$ cat config.mk
export PLATFORM = sky130hd
export DESIGN_NAME = register_bus_arbiter_flat
export DESIGN_NICKNAME = d
export VERILOG_FILES = /design/src/rtl/register_bus_arbiter_if.sv /design/src/rtl/register_bus_arbiter.sv /design/src/flat_wrapper.sv
export SDC_FILE = /design/constraint.sdc
export NUM_CORES = 1
export LEC_CHECK = 0
export BUFFER_PORTS_ARGS = -buffer_cell sky130_fd_sc_hd__buf_4
export CAP_MARGIN = 0
export CORE_MARGIN = 2
export CORE_UTILIZATION = 51
export CTS_CLUSTER_SIZE = 10
export DETAILED_ROUTE_END_ITERATION = 8
export HOLD_SLACK_MARGIN = 0.08
export PLACE_DENSITY = 0.93
export SLEW_MARGIN = 20
export SYNTH_ARGS = -nofsm -noshare
export SYNTH_HDL_FRONTEND = slang
export SYNTH_SLANG_ARGS = --single-unit
$ cat constraint.sdc
create_clock -name clock -period 3.1 [get_ports clock]
set_input_delay 0.465 -clock clock [delete_from_list [all_inputs] [get_ports clock]]
set_output_delay 0.465 -clock clock [all_outputs]
set_load 0.03 [all_outputs]
$ cat src/rtl/register_bus_arbiter_if.sv
// ============================================================================
// register_bus_arbiter_if : two-master request side plus register bus signals
// Rev 1.0 : initial release
// ============================================================================
`default_nettype none

interface register_bus_arbiter_if #(
  parameter int ADDR_WIDTH = 8,
  parameter int DATA_WIDTH = 32
);
  logic                  m0_req;
  logic                  m0_write;
  logic [ADDR_WIDTH-1:0] m0_addr;
  logic [DATA_WIDTH-1:0] m0_wdata;
  logic                  m0_ack;
  logic [DATA_WIDTH-1:0] m0_rdata;

  logic                  m1_req;
  logic                  m1_write;
  logic [ADDR_WIDTH-1:0] m1_addr;
  logic [DATA_WIDTH-1:0] m1_wdata;
  logic                  m1_ack;
  logic [DATA_WIDTH-1:0] m1_rdata;

`ifdef REG_ARB_LOCK_EN
  logic                  m0_lock;
  logic                  m1_lock;
`endif

  logic [1:0]            grant;
  logic [ADDR_WIDTH-1:0] bus_address;
  logic                  bus_write_enable;
  logic [DATA_WIDTH-1:0] bus_write_data;
  logic                  bus_read_enable;
  logic [DATA_WIDTH-1:0] bus_read_data;

  // Arbiter side
  modport slave (
`ifdef REG_ARB_LOCK_EN
    input  m0_lock, m1_lock,
`endif
    input  m0_req, m0_write, m0_addr, m0_wdata,
    input  m1_req, m1_write, m1_addr, m1_wdata,
    input  bus_read_data,
    output m0_ack, m0_rdata, m1_ack, m1_rdata,
    output grant, bus_address, bus_write_enable, bus_write_data, bus_read_enable
  );

  // Requesting masters and register block side
  modport master (
`ifdef REG_ARB_LOCK_EN
    output m0_lock, m1_lock,
`endif
    output m0_req, m0_write, m0_addr, m0_wdata,
    output m1_req, m1_write, m1_addr, m1_wdata,
    output bus_read_data,
    input  m0_ack, m0_rdata, m1_ack, m1_rdata,
    input  grant, bus_address, bus_write_enable, bus_write_data, bus_read_enable
  );

endinterface

`default_nettype wire

$ cat src/rtl/register_bus_arbiter.sv
// ============================================================================
// register_bus_arbiter : round-robin two-master arbiter for one register bus
// Rev 1.0 : initial release (optional bus lock via REG_ARB_LOCK_EN)
// ============================================================================
`default_nettype none

module register_bus_arbiter #(
  parameter int ADDR_WIDTH = 8,
  parameter int DATA_WIDTH = 32
) (
  input  wire logic              clock,
  input  wire logic              reset,
  register_bus_arbiter_if.slave  bus
);

  typedef enum logic [1:0] {
    S_IDLE   = 2'd0,
    S_ACCESS = 2'd1,
    S_RESP   = 2'd2
  } state_t;

  state_t                r_state,  w_state_nxt;
  logic [1:0]            r_grant,  w_grant_nxt;
  logic [ADDR_WIDTH-1:0] r_addr,   w_addr_nxt;
  logic [DATA_WIDTH-1:0] r_wdata,  w_wdata_nxt;
  logic                  r_we,     w_we_nxt;
  logic                  r_re,     w_re_nxt;
  logic [1:0]            r_ack,    w_ack_nxt;
  logic [DATA_WIDTH-1:0] r_rdata0, w_rdata0_nxt;
  logic [DATA_WIDTH-1:0] r_rdata1, w_rdata1_nxt;
  logic                  r_last,   w_last_nxt;   // 1 = master 1 won last

  logic                  w_any;
  logic                  w_win;                  // 1 = master 1 wins

`ifdef REG_ARB_LOCK_EN
  logic                  r_lock_hold, w_lock_hold_nxt;
  logic                  w_lock_act;

  // The lock owner is always the last winner, so r_last names it.
  assign w_lock_act = r_lock_hold &&
                      (r_last ? (bus.m1_lock && bus.m1_req)
                              : (bus.m0_lock && bus.m0_req));
`endif

  assign w_any = bus.m0_req | bus.m1_req;

  always_comb begin
    w_win = bus.m1_req;
    if (bus.m0_req && bus.m1_req) begin
      w_win = ~r_last;
    end
`ifdef REG_ARB_LOCK_EN
    if (w_lock_act) begin
      w_win = r_last;
    end
`endif
  end

  always_comb begin
    w_state_nxt  = r_state;
    w_grant_nxt  = r_grant;
    w_addr_nxt   = r_addr;
    w_wdata_nxt  = r_wdata;
    w_we_nxt     = 1'b0;
    w_re_nxt     = 1'b0;
    w_ack_nxt    = 2'b00;
    w_rdata0_nxt = r_rdata0;
    w_rdata1_nxt = r_rdata1;
    w_last_nxt   = r_last;
`ifdef REG_ARB_LOCK_EN
    w_lock_hold_nxt = r_lock_hold;
`endif

    case (r_state)
      S_IDLE: begin
        w_grant_nxt = 2'b00;
`ifdef REG_ARB_LOCK_EN
        w_lock_hold_nxt = w_lock_act;
`endif
        if (w_any) begin
          w_grant_nxt = w_win ? 2'b10 : 2'b01;
          w_addr_nxt  = w_win ? bus.m1_addr  : bus.m0_addr;
          w_wdata_nxt = w_win ? bus.m1_wdata : bus.m0_wdata;
          w_we_nxt    = w_win ? bus.m1_write  : bus.m0_write;
          w_re_nxt    = w_win ? ~bus.m1_write : ~bus.m0_write;
          w_state_nxt = S_ACCESS;
        end
      end

      S_ACCESS: begin
        if (r_re) begin
          if (r_grant[1]) begin
            w_rdata1_nxt = bus.bus_read_data;
          end else begin
            w_rdata0_nxt = bus.bus_read_data;
          end
        end
        w_ack_nxt   = r_grant;
        w_state_nxt = S_RESP;
      end

      S_RESP: begin
        w_grant_nxt = 2'b00;
        w_last_nxt  = r_grant[1];
`ifdef REG_ARB_LOCK_EN
        w_lock_hold_nxt = r_grant[1] ? bus.m1_lock : bus.m0_lock;
`endif
        w_state_nxt = S_IDLE;
      end

      default: begin
        w_grant_nxt = 2'b00;
        w_state_nxt = S_IDLE;
      end
    endcase
  end

  always_ff @(posedge clock or negedge reset) begin
    if (!reset) begin
      r_state  <= S_IDLE;
      r_grant  <= 2'b00;
      r_addr   <= '0;
      r_wdata  <= '0;
      r_we     <= 1'b0;
      r_re     <= 1'b0;
      r_ack    <= 2'b00;
      r_rdata0 <= '0;
      r_rdata1 <= '0;
      r_last   <= 1'b1;
`ifdef REG_ARB_LOCK_EN
      r_lock_hold <= 1'b0;
`endif
    end else begin
      r_state  <= w_state_nxt;
      r_grant  <= w_grant_nxt;
      r_addr   <= w_addr_nxt;
      r_wdata  <= w_wdata_nxt;
      r_we     <= w_we_nxt;
      r_re     <= w_re_nxt;
      r_ack    <= w_ack_nxt;
      r_rdata0 <= w_rdata0_nxt;
      r_rdata1 <= w_rdata1_nxt;
      r_last   <= w_last_nxt;
`ifdef REG_ARB_LOCK_EN
      r_lock_hold <= w_lock_hold_nxt;
`endif
    end
  end

  assign bus.grant            = r_grant;
  assign bus.bus_address      = r_addr;
  assign bus.bus_write_data   = r_wdata;
  assign bus.bus_write_enable = r_we;
  assign bus.bus_read_enable  = r_re;
  assign bus.m0_ack           = r_ack[0];
  assign bus.m1_ack           = r_ack[1];
  assign bus.m0_rdata         = r_rdata0;
  assign bus.m1_rdata         = r_rdata1;

endmodule

`default_nettype wire

$ cat src/flat_wrapper.sv
// flat-port wrapper written by rule: the top's interface ports become plain ports
module register_bus_arbiter_flat 
#(
  parameter int ADDR_WIDTH = 8,
  parameter int DATA_WIDTH = 32
)
  (clock, reset, bus_m0_req, bus_m0_write, bus_m0_addr, bus_m0_wdata, bus_m1_req, bus_m1_write, bus_m1_addr, bus_m1_wdata, bus_bus_read_data, bus_m0_ack, bus_m0_rdata, bus_m1_ack, bus_m1_rdata, bus_grant, bus_bus_address, bus_bus_write_enable, bus_bus_write_data, bus_bus_read_enable);
  register_bus_arbiter_if #(.ADDR_WIDTH(ADDR_WIDTH), .DATA_WIDTH(DATA_WIDTH)) bus_i ();
  input  wire logic clock;
  input  wire logic reset;
  input wire logic [$bits(bus_i.m0_req)-1:0] bus_m0_req;
  input wire logic [$bits(bus_i.m0_write)-1:0] bus_m0_write;
  input wire logic [$bits(bus_i.m0_addr)-1:0] bus_m0_addr;
  input wire logic [$bits(bus_i.m0_wdata)-1:0] bus_m0_wdata;
  input wire logic [$bits(bus_i.m1_req)-1:0] bus_m1_req;
  input wire logic [$bits(bus_i.m1_write)-1:0] bus_m1_write;
  input wire logic [$bits(bus_i.m1_addr)-1:0] bus_m1_addr;
  input wire logic [$bits(bus_i.m1_wdata)-1:0] bus_m1_wdata;
  input wire logic [$bits(bus_i.bus_read_data)-1:0] bus_bus_read_data;
  output wire logic [$bits(bus_i.m0_ack)-1:0] bus_m0_ack;
  output wire logic [$bits(bus_i.m0_rdata)-1:0] bus_m0_rdata;
  output wire logic [$bits(bus_i.m1_ack)-1:0] bus_m1_ack;
  output wire logic [$bits(bus_i.m1_rdata)-1:0] bus_m1_rdata;
  output wire logic [$bits(bus_i.grant)-1:0] bus_grant;
  output wire logic [$bits(bus_i.bus_address)-1:0] bus_bus_address;
  output wire logic [$bits(bus_i.bus_write_enable)-1:0] bus_bus_write_enable;
  output wire logic [$bits(bus_i.bus_write_data)-1:0] bus_bus_write_data;
  output wire logic [$bits(bus_i.bus_read_enable)-1:0] bus_bus_read_enable;
  assign bus_i.m0_req = bus_m0_req;
  assign bus_i.m0_write = bus_m0_write;
  assign bus_i.m0_addr = bus_m0_addr;
  assign bus_i.m0_wdata = bus_m0_wdata;
  assign bus_i.m1_req = bus_m1_req;
  assign bus_i.m1_write = bus_m1_write;
  assign bus_i.m1_addr = bus_m1_addr;
  assign bus_i.m1_wdata = bus_m1_wdata;
  assign bus_i.bus_read_data = bus_bus_read_data;
  assign bus_m0_ack = bus_i.m0_ack;
  assign bus_m0_rdata = bus_i.m0_rdata;
  assign bus_m1_ack = bus_i.m1_ack;
  assign bus_m1_rdata = bus_i.m1_rdata;
  assign bus_grant = bus_i.grant;
  assign bus_bus_address = bus_i.bus_address;
  assign bus_bus_write_enable = bus_i.bus_write_enable;
  assign bus_bus_write_data = bus_i.bus_write_data;
  assign bus_bus_read_enable = bus_i.bus_read_enable;
  register_bus_arbiter #(.ADDR_WIDTH(ADDR_WIDTH), .DATA_WIDTH(DATA_WIDTH)) u_core (.clock(clock), .reset(reset), .bus(bus_i));
endmodule
== After elaboration in Yosys (flattened, before gate mapping) ==
Index checks and enable logic that the tools add are counted.

* Register bits after elaboration: 113
* Input bits: 118
* Output and inout port bits: 110
* Logic and storage cells: 38

* Equal/unequal tests: 3
* Mux-type cells: 15
* Bitwise logic cells: 5
* Reductions and logical operators: 5

{| class="wikitable"
|+ Operators by type and width
! kind !! number
|-
| $mux 32 || 1
|-
| $mux 2 || 4
|-
| $mux 8 || 1
|-
| $pmux 2 s2 || 2
|-
| $mux 1 || 7
|-
| $reduce_and 3->1 || 2
|-
| $not 1->1 || 4
|-
| $eq 2x1->1 const B || 1
|-
| $eq 2x2->1 const B || 1
|-
| $logic_not 2->1 || 1
|-
| $ne 2x1->1 const B || 1
|-
| $reduce_and 2->1 || 1
|-
| $logic_and 1x1->1 || 1
|-
| $or 1x1->1 || 1
|}

== Depth between registers and ports, before layout ==
Gate-level depths: netlist of the first run.

* Word-level depth: 5
* Mapped depth: 5
* Mapped depth without buffers: 3

== Least setup slack after synthesis of the first run ==
OpenSTA, ideal clock, no wires.

* Path kind: input to register
* Start: input bus_m1_req
* End: register u_core.r_addr[0], in the netlist u_core.bus.bus_address[0]
* Library setup time: 0.125 ns
* Data arrival time: 1.462 ns
* Required time: 2.975 ns
* Setup slack: 1.513 ns
* Cell stages on the path: 5
* Buffers on the path: 2
* Cell sequence: a21bo_1 > buf_6 > buf_6 > mux2_4 > mux2_4

* Word-level cells in the longest chain between the ends: 3
* Elaborated cells between the ends (all ways): 5
* Classes of those cells: mux: 2; bitwise: 1; reduce/logical: 2

{| class="wikitable"
|+ Ends and longest elaborated chain
! what !! RTL line !! source
|-
| start: declaration || flat_wrapper.sv:15 || <nowiki>input wire logic [$bits(bus_i.m1_req)-1:0] bus_m1_req;</nowiki>
|-
| $logic_and 1x1->1 || register_bus_arbiter.sv:50 || <nowiki>if (bus.m0_req && bus.m1_req) begin</nowiki>
|-
| $mux 1 || register_bus_arbiter.sv:50 ||
|-
| $mux 8 || register_bus_arbiter.sv:83 || <nowiki>w_addr_nxt = w_win ? bus.m1_addr : bus.m0_addr;</nowiki>
|-
| end signal: assignment || register_bus_arbiter.sv:137 || <nowiki>r_addr <= w_addr_nxt;</nowiki>
|-
| end: declaration || register_bus_arbiter.sv:24 || <nowiki>logic [ADDR_WIDTH-1:0] r_addr, w_addr_nxt;</nowiki>
|}

Parallel ways exist; a longest one is shown, timed or not.
A chain may end at the register's enable or synchronous reset.

== Final worst setup path of the first run ==
* Start: register u_core.r_state[0]
* End: register u_core.r_rdata1[6], in the netlist u_core.bus.m1_rdata[6]

* Word-level cells in the longest chain between the ends: 2

{| class="wikitable"
|+ Ends and longest elaborated chain
! what !! RTL line !! source
|-
| start: declaration || register_bus_arbiter.sv:22 || <nowiki>state_t r_state, w_state_nxt;</nowiki>
|-
| start signal: assignment || register_bus_arbiter.sv:135 || <nowiki>r_state <= w_state_nxt;</nowiki>
|-
| $eq 2x1->1 || register_bus_arbiter.sv:75 || <nowiki>case (r_state)</nowiki>
|-
| $reduce_and 3->1 (no line) || -- ||
|-
| end signal: assignment || register_bus_arbiter.sv:143 || <nowiki>r_rdata1 <= w_rdata1_nxt;</nowiki>
|-
| end: declaration || register_bus_arbiter.sv:30 || <nowiki>logic [DATA_WIDTH-1:0] r_rdata1, w_rdata1_nxt;</nowiki>
|}

Every way passes these cells.

==> impl_metrics.json, run 1 <==
{
  "ir_drop_v": 0.000577,
  "yosys_warnings": 0,
  "min_path_cells": 2,
  "cts_root_buffer": "clkbuf_8",
  "grt_pass1_vias": 3645,
  "synthSimpleGateAreaFrac_pct": 1.82,
  "fp.dieH_um": 103,
  "crit_fanout": 32,
  "power.leakage_nw": 3.70,
  "syn_area_per_cell_um2": 17.3,
  "status": "finished clean",
  "clock.fmax_mhz": 486,
  "cp_num_buf_inv": 0,
  "post-cts-setup-buffers": 0,
  "finalSetupViolations": 0,
  "cpLargestDelayFamily": "simple AND/OR/NAND/NOR gates",
  "grt_pass1_wl_um": 17600,
  "critPathKind": "flip-flop to flip-flop",
  "drtIter0Drc": 42,
  "finalCritPeriodShare_pct": 66.4,
  "rows": 36,
  "synthAdderAreaFrac_pct": 0,
  "routed_wirelength_um": 11700,
  "n_antenna_cell": 0,
  "post-route-min-period_ns": 2.06,
  "cts-resized-gates": 0,
  "antenna_found_initial": 0,
  "fin_skew_ns": 0.00920,
  "drv_cap": 0,
  "grt_use_total_pct": 22.0,
  "post-route-drc-count": 0,
  "p_per_area_nw_per_um2": 1190,
  "r2r-start": "u_core.r_state[0]$_DFFE_PN0P_",
  "synth_compound_area_share_pct": 0.498,
  "cts_inserted_buffers": 17,
  "areaGrowthSynthToFinish_pct": 47.0,
  "die_area_um2": 10700,
  "core_area_um2": 9680,
  "layout.nets": 644,
  "num_io_pins": 228,
  "start_util_pct": 51.9,
  "stdcell_area_um2": 7390,
  "finalHoldViolCount": 0,
  "tritoncts": "yes",
  "rrSetupSlack_ns": 1.04,
  "synth-seq-area-share_pct": 56.3,
  "synth_top_family_by_area": "multiplexers",
  "worstSkewPairLatency_ns": 0.49,
  "viasPerCell": 4.92,
  "critPathMaxStageDelay_ns": 0.66,
  "tns_ns": 0,
  "wl_per_cell_um": 17.4,
  "syn_area_um2": 5020,
  "r2r_cells": 3,
  "hp-start": "bus_bus_read_data[6]",
  "htree_levels": 4,
  "synth_xor_area_share_pct": 0,
  "arrival_ns": 2.43,
  "drive_gt1_share_pct": 71.1,
  "drtPass1Iterations": 4,
  "synthMuxAreaShare_pct": 37.7,
  "synth_cell_types": 21,
  "crit_chain": "nor2b_4 -> nand3_2 -> mux2_1",
  "drv_slew": 0,
  "io_buffers": 227,
  "rsz0062_at_grt": "false",
  "ant_nets": 0,
  "worstHoldEndpoint": "u_core.bus.m0_rdata[6]$_DFFE_PN0P_",
  "maxSlewHeadroom_pct": 43.7,
  "clk_pin_slew_ns": 0.05,
  "cts_buffer_depth": 2,
  "syn_nets": 408,
  "grt_max_degree": 70,
  "critical_path_required_ns": 3.47,
  "place_congestion": 0.735,
  "crit_slowest_cell": "nand3_2",
  "dpl-instance-area_um2": 6770,
  "place.detailed.hpwl_um": 8500,
  "ys_ff_latch": 113,
  "cp-end-kind": "flip-flop",
  "overflow": 0,
  "fp.dieW_um": 103,
  "r2r-end": "u_core.bus.m1_rdata[6]$_DFFE_PN0P_",
  "cts_hold_buffers": 1,
  "clock-sinks": 113,
  "netlist_instances": 290,
  "worstSetupStartpointType": "flip-flop",
  "max_slew.worst_pin.slew_ns": 0.843,
  "num_vias": 3305,
  "hold_path_class": "primary input to flip-flop"
}
cells in the mapped netlist:
cell	instances	area, um^2
and2_1	3	18.8
dfrtp_1	112	2800
a21bo_1	1	10.0
mux2i_1	1	10.0
and3b_1	1	8.76
nor2_1	2	7.51
o21a_1	1	7.51
nor3_4	1	16.3
a21o_1	1	7.51
nor2b_4	1	13.8
buf_2	1	5.00
mux2_4	67	1010
dfstp_2	1	26.3
nor2b_1	2	12.5
nand3_2	1	10.0
buf_12	3	60.1
mux2_2	47	529
nand2_1	1	3.75
buf_4	4	30.0
buf_6	8	90.1
mux2_1	31	349
cells by family after synthesis:
family	count (synthesis)
buf+inv	16
mux	146
flops	113
compound gates	3
simple gates	12
worst reg2reg max path, delay by kind of cell, from the launching register on:
| kind | cells | cell delay, ns |
|---|---|---|
| multiplexers | 1 | 0.60 |
| AND/OR/NAND/NOR | 2 | 0.89 |
| flip-flops | 1 | 0.45 |
report_power, final:
part	switching (mW)	internal (mW)	total [mW]	leakage (nW)
combinational	2.30	1.89	4.20	2.07
clock	0.659	1.26	1.92	0.286
sequential	0.450	2.22	2.67	1.34
metal layers:
layer	vias to the layer above	routed length, um	global-route usage (%)
met4	0	145	5.67
met1	1636	4310	23.9
met2	146	6460	40.7
li1	1510	-	-
met3	13	800	7.66
met5	-	0	0
metrics by stage:
step	std cells	setup slack [ns]	util [%]	power [mW]	hold slack, ns
floorplan	290	1.51	-	5.30	0.169
global placement	639	1.09	69.9	6.75	0.469
detailed placement	639	1.04	69.9	6.89	0.477
CTS	672	1.00	76.3	8.88	0.172
global route	672	0.904	76.3	9.20	0.173
finish	672	1.04	76.3	8.79	0.200
layout make-up:
cell class	count	area, um^2
clock inverter	13	161
clock buffer	19	442
fill	584	2300
sequential	113	2830
multi-input combinational	161	2010
timing repair buffer	233	1780
tap	133	166
worst max-delay path by stage:
stage,startpoint,end,cells after the start
CTS,u_core.r_state[0]$_DFFE_PN0P_,u_core.bus.m1_rdata[6]$_DFFE_PN0P_,3
global placement,bus_m1_req,u_core.bus.bus_write_data[3]$_DFFE_PN0P_,5
detailed placement,u_core.r_state[0]$_DFFE_PN0P_,u_core.bus.m1_rdata[6]$_DFFE_PN0P_,3
finish,u_core.r_state[0]$_DFFE_PN0P_,u_core.bus.m1_rdata[6]$_DFFE_PN0P_,3
global route,u_core.r_state[0]$_DFFE_PN0P_,u_core.bus.m1_rdata[6]$_DFFE_PN0P_,3
floorplan,bus_m1_req,u_core.bus.bus_address[0]$_DFFE_PN0P_,5
sequential cells by signal, summed over array words and instances (netlist names):
| signal | flops |
|---|---|
| u_core.bus.bus_address | 8 |
| u_core.bus.bus_read_enable | 1 |
| u_core.bus.bus_write_data | 32 |
| u_core.bus.bus_write_enable | 1 |
| u_core.bus.grant | 2 |
| u_core.bus.m0_rdata | 32 |
| u_core.bus.m1_rdata | 32 |
| u_core.r_ack | 2 |
| u_core.r_last | 1 |
| u_core.r_state | 2 |
cells in the final DEF, fill, tap and decap left out, drive strengths merged:
cell,instances
bufinv,3
dlygate4sd3,1
buf,232
and3b,1
nor3,1
and2,3
a21o,1
nand3,1
mux2,145
dfrtp,112
nor2b,3
clkbuf,19
dfstp,1
mux2i,1
o21a,1
nor2,2
clkinv,6
nand2,1
clkinvlp,4
a21bo,1
No activity file was read; power rests on OpenSTA's default activity.
==> inputs of run 2 (changes only) <==
- ABC_AREA: unset -> 1
- CORE_UTILIZATION: 51 -> 48
- PLACE_DENSITY: 0.93 -> 0.88
- clock period: 3.1 -> 2 ns (I/O delays scaled with it)
==> impl_metrics.json, run 2 <==
{
  "synth_cell_types": 18,
  "place_congestion": 0.834,
  "num_io_pins": 228,
  "die_area_um2": 11800,
  "cp_common_cell": "buf_4",
  "drive_gt1_share_pct": 30.3,
  "tritoncts": "yes",
  "viasPerCell": 5.20,
  "drtIter0Drc": 358,
  "grt_pass1_vias": 5475,
  "syn_area_um2": 5260,
  "multi_input_area_um2": 1860,
  "final_common_cell": "nand2_1",
  "io_buffers": 227,
  "cpLargestDelayFamily": "buffers and inverters",
  "fp.dieW_um": 109,
  "overflow": 0,
  "finalSetupViolations": 0,
  "crit_slowest_cell": "buf_4",
  "htree_levels": 4,
  "syn_area_per_cell_um2": 7.96,
  "synth-seq-area-share_pct": 53.7,
  "synthTopCellsByArea": "dfrtp_1 (53%), nand2_1 (18%), nand3_1 (7.8%), nand4_1 (7.6%), inv_1 (6.0%)",
  "synth_flop_cell": "dfrtp_1",
  "cts_inserted_buffers": 17,
  "core_area_um2": 10800,
  "antenna_found_initial": 0,
  "clock.fmax_mhz": 568,
  "ir_drop_v": 0.000939,
  "hold_path_class": "primary input to flip-flop",
  "post-route-drc-count": 0,
  "post-route-min-period_ns": 1.76,
  "cp_num_buf_inv": 2,
  "start_util_pct": 48.8,
  "grt_use_total_pct": 29.0,
  "netlist_instances": 661,
  "crit_chain": "buf_4 -> buf_4",
  "tns_ns": 0,
  "cts_buffer_depth": 2,
  "place.detailed.hpwl_um": 10600,
  "fin_skew_ns": 0.00954,
  "rsz0062_at_grt": "false",
  "synth_top_cell_by_area": "dfrtp_1",
  "finalHoldViolCount": 0,
  "maxSlewHeadroom_pct": 64.1,
  "fillers": 760,
  "areaGrowthSynthToFinish_pct": 55.8,
  "grt_max_degree": 63,
  "yosys_warnings": 0,
  "cp-end-kind": "output pin",
  "crit_fanout": 35,
  "cts_root_buffer": "clkbuf_8",
  "power.leakage_nw": 4.58,
  "critPathMaxStageDelay_ns": 0.36,
  "critical_path_required_ns": 1.70,
  "layout_common_cells": "nand2_1 (256), buf_4 (240), dfrtp_1 (111)",
  "drtPass1Iterations": 6,
  "ant_nets": 0,
  "routed_wirelength_um": 16900,
  "p_per_area_nw_per_um2": 1730,
  "rrSetupSlack_ns": 0.41,
  "rows": 38,
  "clk_pin_slew_ns": 0.06,
  "stdcell_area_um2": 8200,
  "regArea_um2": 2830,
  "worstSkewPairLatency_ns": 0.51,
  "worstSetupStartpointType": "flip-flop",
  "max_slew.worst_pin.slew_ns": 0.537,
  "grt_pass1_wl_um": 26600,
  "fp.dieH_um": 109,
  "clock-sinks": 113,
  "ys_ff_latch": 113,
  "yosys.area.top_type_share_pct": 53.2,
  "dpl-instance-area_um2": 7050,
  "drv_slew": 0,
  "arrival_ns": 1.46,
  "layout.nets": 1046,
  "status": "finished clean",
  "wl_per_cell_um": 15.6,
  "async_reset_ff_share_pct": 100,
  "n_antenna_cell": 0,
  "finalCritPeriodShare_pct": 88.0,
  "critPathKind": "flip-flop to output pin",
  "synth_edf_count": 0,
  "yosysMostFrequentCell": "nand2_1",
  "syn_nets": 779,
  "num_vias": 5618,
  "drv_cap": 0,
  "synthTopCellsByCount": "nand2_1 (256), dfrtp_1 (112), inv_1 (84)"
}
==> run 2: cell count changes after synthesis, sizes merged, moves of 2 or more <==
cell | before | now
and2 | 3 | 0
buf | 16 | 39
clkbuf | 0 | 9
inv | 0 | 87
mux2 | 145 | 0
nand2 | 1 | 259
nand3 | 1 | 82
nand4 | 0 | 64
nor2 | 2 | 4
nor2b | 3 | 0
o21ai | 0 | 2
==> run 2: cell families (layout without fill, tap and decap cells) <==
logic type	after synthesis	in the layout	share of synthesized area (%)
buffers and inverters	135	415	10.9
AND/OR/NAND/NOR	410	410	35.0
AO/OA/AOI/OAI	3	3	0.285
flip-flops	113	113	53.7
==> run 2: through the flow <==
stage	instances	total power [mW]	hold WS, ns	util, %	setup slack (ns)
after detailed placement	996	10.9	0.286	65.3	0.463
final	1081	14.2	0.0888	76.0	0.239
after global routing	1081	14.9	0.0946	76.0	0.157
after global placement	996	10.7	0.282	65.3	0.524
after floorplan	661	8.21	0.00441	-	0.700
after CTS	1081	14.2	0.0801	76.0	0.232
==> run 2: worst paths after layout <==
path	from	endpoint	depth (start not counted)
worst max-delay path	u_core.bus.grant[1]$_DFFE_PN0P_	bus_grant[1]	2
worst min-delay path	bus_m0_addr[5]	u_core.bus.bus_address[5]$_DFFE_PN0P_	5
worst max register to register	u_core.r_state[1]$_DFFE_PN0P_	u_core.bus.m0_rdata[3]$_DFFE_PN0P_	5
worst min register to register	u_core.bus.m1_rdata[0]$_DFFE_PN0P_	u_core.bus.m1_rdata[0]$_DFFE_PN0P_	2
max in group asynchronous	reset	u_core.bus.bus_write_data[6]$_DFFE_PN0P_	3
min in group asynchronous	reset	u_core.bus.m0_rdata[16]$_DFFE_PN0P_	2
==> run 2: cell type report <==
| cell class | count | share of cell area (%) |
|---|---|---|
| Tap cell | 140 | 2.14 |
| Clock inverter | 13 | 2.26 |
| Clock buffer | 19 | 5.26 |
| Inverter | 87 | 3.98 |
| Multi-Input combinational cell | 413 | 22.7 |
| Sequential cell | 113 | 34.5 |
| Timing Repair Buffer | 296 | 29.2 |
==> run 2: per-layer routing <==
layer | GRT usage [%] | up-vias | routed length [um]
met5 | 0 | - | 0
met4 | 9.98 | 0 | 358
met2 | 48.7 | 319 | 8550
met1 | 35.7 | 2641 | 6340
li1 | - | 2627 | -
met3 | 8.43 | 31 | 1630
==> run 2: power by group <==
group	switching, mW	internal (mW)	leakage, nW
clock network	1.10	2.06	0.298
logic	4.47	2.33	2.96
registers	0.768	3.43	1.33
==> run 2: worst reg2reg max path: stages (launching register included) <==
cell and delay (ns):
dfrtp_1 0.42, nor2_4 0.46, nand3_1 0.13, buf_4 0.28, nand2_1 0.13, nand2_1 0.06
==> run 2: what timing repair did <==
action,CTS,global route
buffers inserted,0,0
hold endpoints to repair,106,0
hold buffers,53,0
gates resized for setup,0,0
